==> src/rtl/sound_arbiter.sv <==
// Shares one piezo tone generator between alarm, keypad click and lullaby sources.
// Fixed priority with preemption, a silence gap on every ownership change, built-in click timer.
module sound_arbiter #(
    parameter logic [12:0] CLICK_TONE   = 13'd1,
    parameter int unsigned CLICK_CYCLES = 2500000,
    parameter int unsigned GAP_CYCLES   = 50000
) (
    input  logic        clock,
    input  logic        reset,
    input  logic        alarm_req,
    input  logic [12:0] alarm_beat,
    input  logic        lull_req,
    input  logic [12:0] lull_beat,
    input  logic        key_valid,
    input  logic        mute,
    output logic [12:0] play_sound,
    output logic [2:0]  grant,
    output logic        busy
);

    typedef enum logic [2:0] {
        IDLE,
        PLAY_ALARM,
        PLAY_CLICK,
        PLAY_LULL,
        GAP
    } state_t;

    localparam logic [21:0] CLICK_LOAD = 22'(CLICK_CYCLES - 1);
    localparam logic [21:0] GAP_LOAD   = 22'(GAP_CYCLES - 1);

    state_t      state_q, state_d;
    logic [21:0] count_q, count_d;
    logic        clickPend_q, clickPend_d;
    logic [2:0]  grant_q, grant_d;
    logic [12:0] sound_q, sound_d;

    always_ff @(posedge clock or negedge reset) begin
        if (!reset) begin
            state_q     <= IDLE;
            count_q     <= '0;
            clickPend_q <= 1'b0;
            grant_q     <= 3'b000;
            sound_q     <= '0;
        end else begin
            state_q     <= state_d;
            count_q     <= count_d;
            clickPend_q <= clickPend_d;
            grant_q     <= grant_d;
            sound_q     <= sound_d;
        end
    end

    // Every exit from a PLAY state passes through GAP, so IDLE never hands over directly.
    always_comb begin
        state_d = state_q;
        count_d = count_q;
        case (state_q)
            IDLE: begin
                if (alarm_req) begin
                    state_d = PLAY_ALARM;
                end else if (clickPend_q) begin
                    state_d = PLAY_CLICK;
                    count_d = CLICK_LOAD;
                end else if (lull_req) begin
                    state_d = PLAY_LULL;
                end
            end
            PLAY_ALARM: begin
                if (!alarm_req) begin
                    state_d = GAP;
                    count_d = GAP_LOAD;
                end
            end
            PLAY_CLICK: begin
                if (alarm_req || count_q == '0) begin
                    state_d = GAP;
                    count_d = GAP_LOAD;
                end else begin
                    count_d = count_q - 22'd1;
                end
            end
            PLAY_LULL: begin
                if (alarm_req || clickPend_q || !lull_req) begin
                    state_d = GAP;
                    count_d = GAP_LOAD;
                end
            end
            GAP: begin
                if (count_q == '0) begin
                    state_d = IDLE;
                end else begin
                    count_d = count_q - 22'd1;
                end
            end
            default: begin
                state_d = IDLE;
            end
        endcase
    end

    // Key presses while the alarm owns or wants the piezo are discarded, not queued.
    always_comb begin
        clickPend_d = clickPend_q;
        if (state_d == PLAY_CLICK && state_q != PLAY_CLICK) begin
            clickPend_d = 1'b0;
        end else if (key_valid && (alarm_req || state_q == PLAY_ALARM)) begin
            clickPend_d = 1'b0;
        end else if (key_valid) begin
            clickPend_d = 1'b1;
        end
    end

    always_comb begin
        grant_d = 3'b000;
        case (state_d)
            PLAY_ALARM: grant_d = 3'b100;
            PLAY_CLICK: grant_d = 3'b010;
            PLAY_LULL:  grant_d = 3'b001;
            default:    grant_d = 3'b000;
        endcase
    end

    always_comb begin
        sound_d = '0;
        if (!mute) begin
            case (state_q)
                PLAY_ALARM: sound_d = alarm_beat;
                PLAY_CLICK: sound_d = CLICK_TONE;
                PLAY_LULL:  sound_d = lull_beat;
                default:    sound_d = '0;
            endcase
        end
    end

    assign play_sound = sound_q;
    assign grant      = grant_q;
    assign busy       = (state_q != IDLE);

endmodule

==> config.mk <==
export PLATFORM = sky130hd
export DESIGN_NAME = sound_arbiter
export DESIGN_NICKNAME = d
export VERILOG_FILES = /design/src/rtl/sound_arbiter.sv
export SDC_FILE = /design/constraint.sdc
export NUM_CORES = 1
export LEC_CHECK = 0
export BUFFER_PORTS_ARGS = -buffer_cell sky130_fd_sc_hd__buf_2
export CAP_MARGIN = 25
export CORE_MARGIN = 1.5
export CORE_UTILIZATION = 59
export CTS_CLUSTER_DIAMETER = 200
export DETAILED_ROUTE_END_ITERATION = 7
export PLACE_DENSITY_LB_ADDON = 0.25
export SLEW_MARGIN = 20
export SYNTH_ARGS = -nofsm -noshare
export SYNTH_HDL_FRONTEND = slang
export SYNTH_SLANG_ARGS = --single-unit
export TNS_END_PERCENT = 30
==> constraint.sdc <==
create_clock -name clock -period 4.8 [get_ports clock]
set_input_delay 0.24 -clock clock [delete_from_list [all_inputs] [get_ports clock]]
set_output_delay 0.24 -clock clock [all_outputs]
set_load 0.05 [all_outputs]
==> flow_metrics.env, run 1 <==
export IMPL_status="finished, final reports clean"
export IMPL_globalplace_congestion=0.860
export IMPL_p_total_w=0.00163
export IMPL_p_leak_nw=1.26
export IMPL_critPathLaunch="count_q[0]"
export IMPL_max_slew_worst_pin_slew_ns=0.640
export IMPL_num_vias=2134
export IMPL_arrival_ns=2.91
export IMPL_core_area_um2=3740
export IMPL_tritoncts="yes"
export IMPL_critPathLaunchType="flip-flop"
export IMPL_synthCells=259
export IMPL_grt_max_degree=43
export IMPL_final_max_slew_viol_count=0
export IMPL_antenna_cells=0
export IMPL_hold_viol_final=0
export IMPL_area_growth_pct=15.4
export IMPL_skew_ns=0.00787
export IMPL_htree_levels=2
export IMPL_synth_top_flop_cell="dfrtp_1"
export IMPL_ys_warn_count=0
export IMPL_grt_antenna_before_repair=0
export IMPL_cts_sinks=42
export IMPL_nets=338
export IMPL_viasPerCell=6.05
export IMPL_slew_headroom_pct=56.9
export IMPL_cts_setup_buffers=0
export IMPL_fp_dieW_um=66.0
export IMPL_period_needed_ns=2.69
export IMPL_r2r_start="count_q[0]"
export IMPL_yosys_register_bits=42
export IMPL_rrSetupSlack_ns=2.11
export IMPL_rows=22
export IMPL_ir_drop_mv=0.275
export IMPL_required_ns=5.02
export IMPL_postRouteAntennaNets=0
export IMPL_dp_hpwl_um=3780
export IMPL_first_iter_violations=208
export IMPL_syn_area_per_cell_um2=9.05
export IMPL_synthDistinctLibCells=47
export IMPL_synth_edf_count=0
export IMPL_cts_buffers=5
export IMPL_syn_area_um2=2340
export IMPL_wl_per_cell_um=15.1
export IMPL_finalSetupTns_ns=0
export IMPL_initial_utilization_pct=62.6
export IMPL_hold_end="play_sound[0]"
export IMPL_grt_pass1_vias=1994
export IMPL_boundaryPins=49
export IMPL_cts_resized=0
export IMPL_min_path_type="input port to flip-flop"
export IMPL_path_class="flip-flop to flip-flop"
export IMPL_synth_fp_nets=292
export IMPL_end_kind="flip-flop"
export IMPL_drtPass1Iterations=5
export IMPL_ys_seq_area_share_pct=44.8
export IMPL_hold_depth=2
export IMPL_synth_async_reset_ratio_pct=100
export IMPL_period_share_pct=56.1
export IMPL_rr_endpoint="count_q[21]"
export IMPL_drive_gt1_share_pct=23.3
export IMPL_grtUsageTotal_pct=27.7
export IMPL_numPortBuffers=48
export IMPL_gr_total_overflow=0
export IMPL_rsz0062_at_grt="no"
export IMPL_drc=0
export IMPL_ctsLongestPathBuffers=2
export IMPL_root_buffer="clkbuf_8"
export IMPL_die_area_um2=4360
export IMPL_clkTransAtPathRegs_ns=0.08
export IMPL_hold_path_startpoint="mute"
export IMPL_clk_insertion_delay_late_ns=0.30
export IMPL_max_freq_mhz=372
export IMPL_setup_viol=0
export IMPL_power_density_nw_per_um2=601
export IMPL_die_h_um=66.0
export IMPL_reg2reg_depth=8
export IMPL_grt_pass1_wl_um=9190
export IMPL_maxCapViolations=0
export IMPL_wl_um=5320
export IMPL_cts_hold_buf=0
export IMPL_path_max_fanout=12
-- Yosys cell counts (2+ instances only) --
cell / instances / area (um2)
nor2_1: 43 / 161
dfrtp_1: 42 / 1050
a21oi_1: 22 / 110
o21ai_0: 22 / 110
nand2_1: 15 / 56.3
inv_1: 12 / 45.0
mux2i_1: 12 / 120
a31oi_1: 10 / 62.6
o21ai_1: 8 / 40.0
nor3_1: 5 / 25.0
nand3_1: 4 / 20.0
nor4_1: 4 / 25.0
a21o_1: 3 / 22.5
a2bb2oi_1: 3 / 26.3
buf_1: 3 / 11.3
clkbuf_1: 3 / 11.3
nor2b_1: 3 / 18.8
o211ai_1: 3 / 22.5
o22a_1: 3 / 26.3
o41ai_1: 3 / 26.3
and2_1: 2 / 12.5
buf_2: 2 / 10.0
buf_4: 2 / 15.0
nand2b_1: 2 / 12.5
nand4_1: 2 / 12.5
nor3_4: 2 / 32.5
nor4_4: 2 / 42.5
o311ai_0: 2 / 17.5
or3_1: 2 / 12.5
-- per-stage QoR --
stage / worst slack [ns] / area [um2] / utilization [%] / hold WS (ns) / cells
floorplan: 2.68 / 2340 / - / -0.0556 / 259
global placement: 2.19 / 2590 / 69.2 / 0.420 / 344
detailed placement: 2.13 / 2590 / 69.2 / 0.431 / 344
CTS: 2.13 / 2670 / 71.3 / 0.101 / 351
global route: 1.92 / 2710 / 72.3 / 0.117 / 353
finish: 2.11 / 2710 / 72.3 / 0.123 / 353
-- kinds of logic (layout without fill, tap and decap cells) --
kind of cell             after synthesis  count (layout)  synth area share (%)
multiplexers                          13              13                  5.60
flip-flops                            42              42                  44.8
AO/OA/AOI/OAI                         86              86                  23.0
adder cells (fa/ha/maj)                1               1                 0.534
buffers and inverters                 24              70                  4.64
AND/OR/NAND/NOR                       93              93                  21.4
-- registers in the layout, indices dropped and copies added, names as in the netlist --
register	flops
grant	3
clickPend_q	1
play_sound	13
state_q	3
count_q	22
-- metal layers --
| layer | GRT usage [%] | part of all wire [%] | up-vias |
|---|---|---|---|
| met1 | 38.1 | 44 | 1016 |
| met5 | 0 | 0 | - |
| met2 | 43.9 | 49 | 78 |
| met3 | 5.28 | 5.7 | 11 |
| met4 | 10.2 | 1.8 | 0 |
| li1 | - | - | 1029 |
-- power by group --
group,switching [W],leakage (nW),internal (W)
Sequential,0.000154,0.539,0.000456
Combinational,0.000514,0.677,0.000285
Clock,0.000120,0.0438,0.0000977
-- cells in the final DEF, fill, tap and decap left out, types with 5 or more instances in the layout --
cell      netlist  layout
buf_2           2      48
nor2_1         43      43
dfrtp_1        42      41
a21oi_1        22      22
o21ai_0        22      22
nand2_1        15      15
inv_1          12      12
mux2i_1        12      12
a31oi_1        10      10
o21ai_1         8       8
nor3_1          5       5
clkbuf_8        0       5
-- worst max-delay path, cell delays in order (launching register included) --
cell	delay, ns
dfrtp_1	0.44
inv_1	0.11
ha_1	0.21
nor3b_2	0.35
nand2_2	0.23
nor3_4	0.34
a2bb2oi_2	0.54
o21ai_0	0.21
a2bb2oi_1	0.19
-- worst max-delay path by stage --
stage	end	slack (ns)
global route	count_q[17]	1.92
global placement	count_q[5]	2.19
detailed placement	count_q[16]	2.13
CTS	count_q[16]	2.13
finish	count_q[21]	2.11
floorplan	count_q[16]	2.68
-- layout make-up --
type | instances | area [um2]
tap | 48 | 60.1
multi-input combinational | 193 | 1180
clock inverter | 2 | 10.0
fill | 290 | 1040
timing repair buffer | 51 | 285
clock buffer | 5 | 68.8
inverter | 12 | 45.0
sequential | 42 | 1050
Note: power is estimated with default switching activity, not from simulation.
==> inputs of run 2 (changes only) <==
CORE_UTILIZATION = 54   (was 59)
clock period = 2.65 ns   (was 4.8 ns; I/O delays follow)
==> run 2 against run 1 <==
- sequential share of layout area down 1.4 points
- total power up 94%
- via count up 0.80%
- sequential power up 67%
- global-route usage down 3.4 points
- register-to-register slack worse by 1.9 ns
- final area up 3.5%
==> flow_metrics.env, run 2 (synthesis gave the netlist of run 1 again) <==
export IMPL_status="finished, final reports clean"
export IMPL_place_ws_ns=0.222
export IMPL_num_vias=2151
export IMPL_final_common_cell="buf_2"
export IMPL_arrival_ns=2.65
export IMPL_largest_reg_flops=22
export IMPL_wl_um=5250
export IMPL_grt_util_met3_pct=5.03
export IMPL_clkTransAtPathRegs_ns=0.08
export IMPL_drtPass1Iterations=4
export IMPL_period_needed_ns=2.47
export IMPL_maxCapViolations=0
export IMPL_core_area_um2=4090
export IMPL_rrSetupSlack_ns=0.18
export IMPL_cts_setup_buffers=0
export IMPL_min_path_type="input port to flip-flop"
export IMPL_power_density_nw_per_um2=1120
export IMPL_rr_endpoint="count_q[10]"
export IMPL_root_buffer="clkbuf_8"
export IMPL_grt_antenna_before_repair=0
export IMPL_antenna_cells=0
export IMPL_die_h_um=68.9
export IMPL_htree_levels=2
export IMPL_postRouteAntennaNets=0
export IMPL_first_iter_violations=204
export IMPL_grt_pass1_vias=1933
export IMPL_boundaryPins=49
export IMPL_setup_viol=0
export IMPL_rsz0062_at_grt="no"
export IMPL_crit_chain="inv_1, ha_1, nor3b_2, nand2_2, nor3_4, a31o_2, a21oi_1, o211a_1"
export IMPL_slowest_delay_ns=0.46
export IMPL_critPathLaunchType="flip-flop"
export IMPL_skew_ns=0.00539
export IMPL_reg2reg_depth=8
export IMPL_ctsLongestPathBuffers=2
export IMPL_clk_insertion_delay_late_ns=0.29
export IMPL_finalWorstSetupSlack_ns=0.183
export IMPL_cts_buffers=5
export IMPL_drc=0
export IMPL_fin_util_pct=68.6
export IMPL_grt_max_degree=43
export IMPL_grtUsageMet1_pct=29.5
export IMPL_slowest_stage="a31o_2"
export IMPL_dp_hpwl_um=3770
export IMPL_p_leak_nw=1.31
export IMPL_hold_viol_final=0
export IMPL_nets=346
export IMPL_final_max_slew_viol_count=0
export IMPL_period_share_pct=93.1
export IMPL_end_kind="flip-flop"
export IMPL_busiest_layer="met2"
export IMPL_ir_drop_mv=0.528
export IMPL_rows=23
export IMPL_max_freq_mhz=405
export IMPL_globalplace_congestion=0.906
export IMPL_hold_path_startpoint="mute"
export IMPL_fp_dieW_um=68.9
export IMPL_area_growth_pct=19.5
export IMPL_grt_pass1_wl_um=8570
export IMPL_use_met2_pct=42.2
export IMPL_layout_common_cells="48 x buf_2, 43 x nor2_1, 42 x dfrtp_1"
export IMPL_initial_utilization_pct=57.4
export IMPL_grtUsageTotal_pct=24.4
export IMPL_cts_sinks=42
export IMPL_drive_gt1_share_pct=24.9
export IMPL_max_slew_worst_pin_slew_ns=0.625
export IMPL_tritoncts="yes"
export IMPL_finalSetupTns_ns=0
export IMPL_regMostFlops="count_q"
export IMPL_viasPerCell=5.93
export IMPL_wl_per_cell_um=14.4
export IMPL_r2r_start="count_q[0]"
export IMPL_slew_headroom_pct=58.0
export IMPL_required_ns=2.83
export IMPL_die_area_um2=4750
export IMPL_path_class="flip-flop to flip-flop"
export IMPL_cts_resized=0
export IMPL_hold_depth=2
export IMPL_numPortBuffers=48
export IMPL_gr_total_overflow=0
export IMPL_hold_end="play_sound[0]"
export IMPL_path_max_fanout=21
==> run 2: cell types whose count changed in the layout (fill, tap and decap cells not counted), sizes merged <==
| cell | previous run | this run |
|---|---|---|
| buf | 50 | 58 |
| clkbuf | 5 | 6 |
| clkinv | 2 | 0 |
| bufinv | 0 | 1 |
==> run 2: area by class of cell <==
class / instances / area, um2
fillers: 338 / 1280
multi-input cells: 193 / 1180
repair buffers: 59 / 345
well taps: 50 / 62.6
inverters: 12 / 45.0
flip-flops and latches: 42 / 1050
clock inverters: 1 / 30.0
clock buffers: 6 / 82.6
==> run 2: worst max path at each step <==
stage                     slack (ns)  startpoint  cells after the start     endpoint
after floorplan                 0.53  count_q[0]                      9  count_q[16]
final                           0.18  count_q[0]                      8  count_q[10]
after detailed placement        0.22  count_q[0]                      8   count_q[9]
after CTS                       0.21  count_q[0]                      8  count_q[10]
after global routing           0.003  count_q[0]                      8   count_q[9]
after global placement          0.31  count_q[0]                      8  count_q[10]
==> run 2: worst max-delay path, delay by kind of cell, from the launching register on <==
| kind | cells | cell delay, ns |
|---|---|---|
| simple gates | 3 | 0.86 |
| flops | 1 | 0.43 |
| compound gates | 3 | 0.76 |
| buf+inv | 1 | 0.09 |
| fa+ha+maj | 1 | 0.20 |
==> run 2: stage by stage <==
stage / hold WS [ns] / cells / total power [W] / instance area [um2]
after global routing: 0.0142 / 363 / 0.00337 / 2800
after CTS: 0.00280 / 361 / 0.00314 / 2760
after floorplan: -0.163 / 259 / 0.00224 / 2340
final: 0.0112 / 363 / 0.00315 / 2800
after detailed placement: 0.314 / 354 / 0.00263 / 2650
after global placement: 0.311 / 354 / 0.00260 / 2650
==> run 2: repair_timing <==
| action | 4_1_cts | 5_1_grt |
|---|---|---|
| hold buffers | 0 | 1 |
| setup endpoints to repair | 0 | 0 |
| endpoints found under the hold margin | 0 | 17 |
==> run 2: per-layer routing <==
| layer | part of all wire [%] | wire length (um) |
|---|---|---|
| met5 | 0 | 0 |
| met4 | 2.4 | 125 |
| met3 | 6.9 | 362 |
| met2 | 48 | 2540 |
| met1 | 42 | 2220 |
==> run 2: report_power, final <==
| part | leakage, nW | switching (W) | total, W | internal (W) |
|---|---|---|---|---|
| Clock | 0.0573 | 0.000204 | 0.000505 | 0.000301 |
| Combinational | 0.717 | 0.00105 | 0.00163 | 0.000582 |
| Sequential | 0.540 | 0.000189 | 0.00102 | 0.000827 |
| Total | 1.31 | 0.00144 | 0.00315 | 0.00171 |
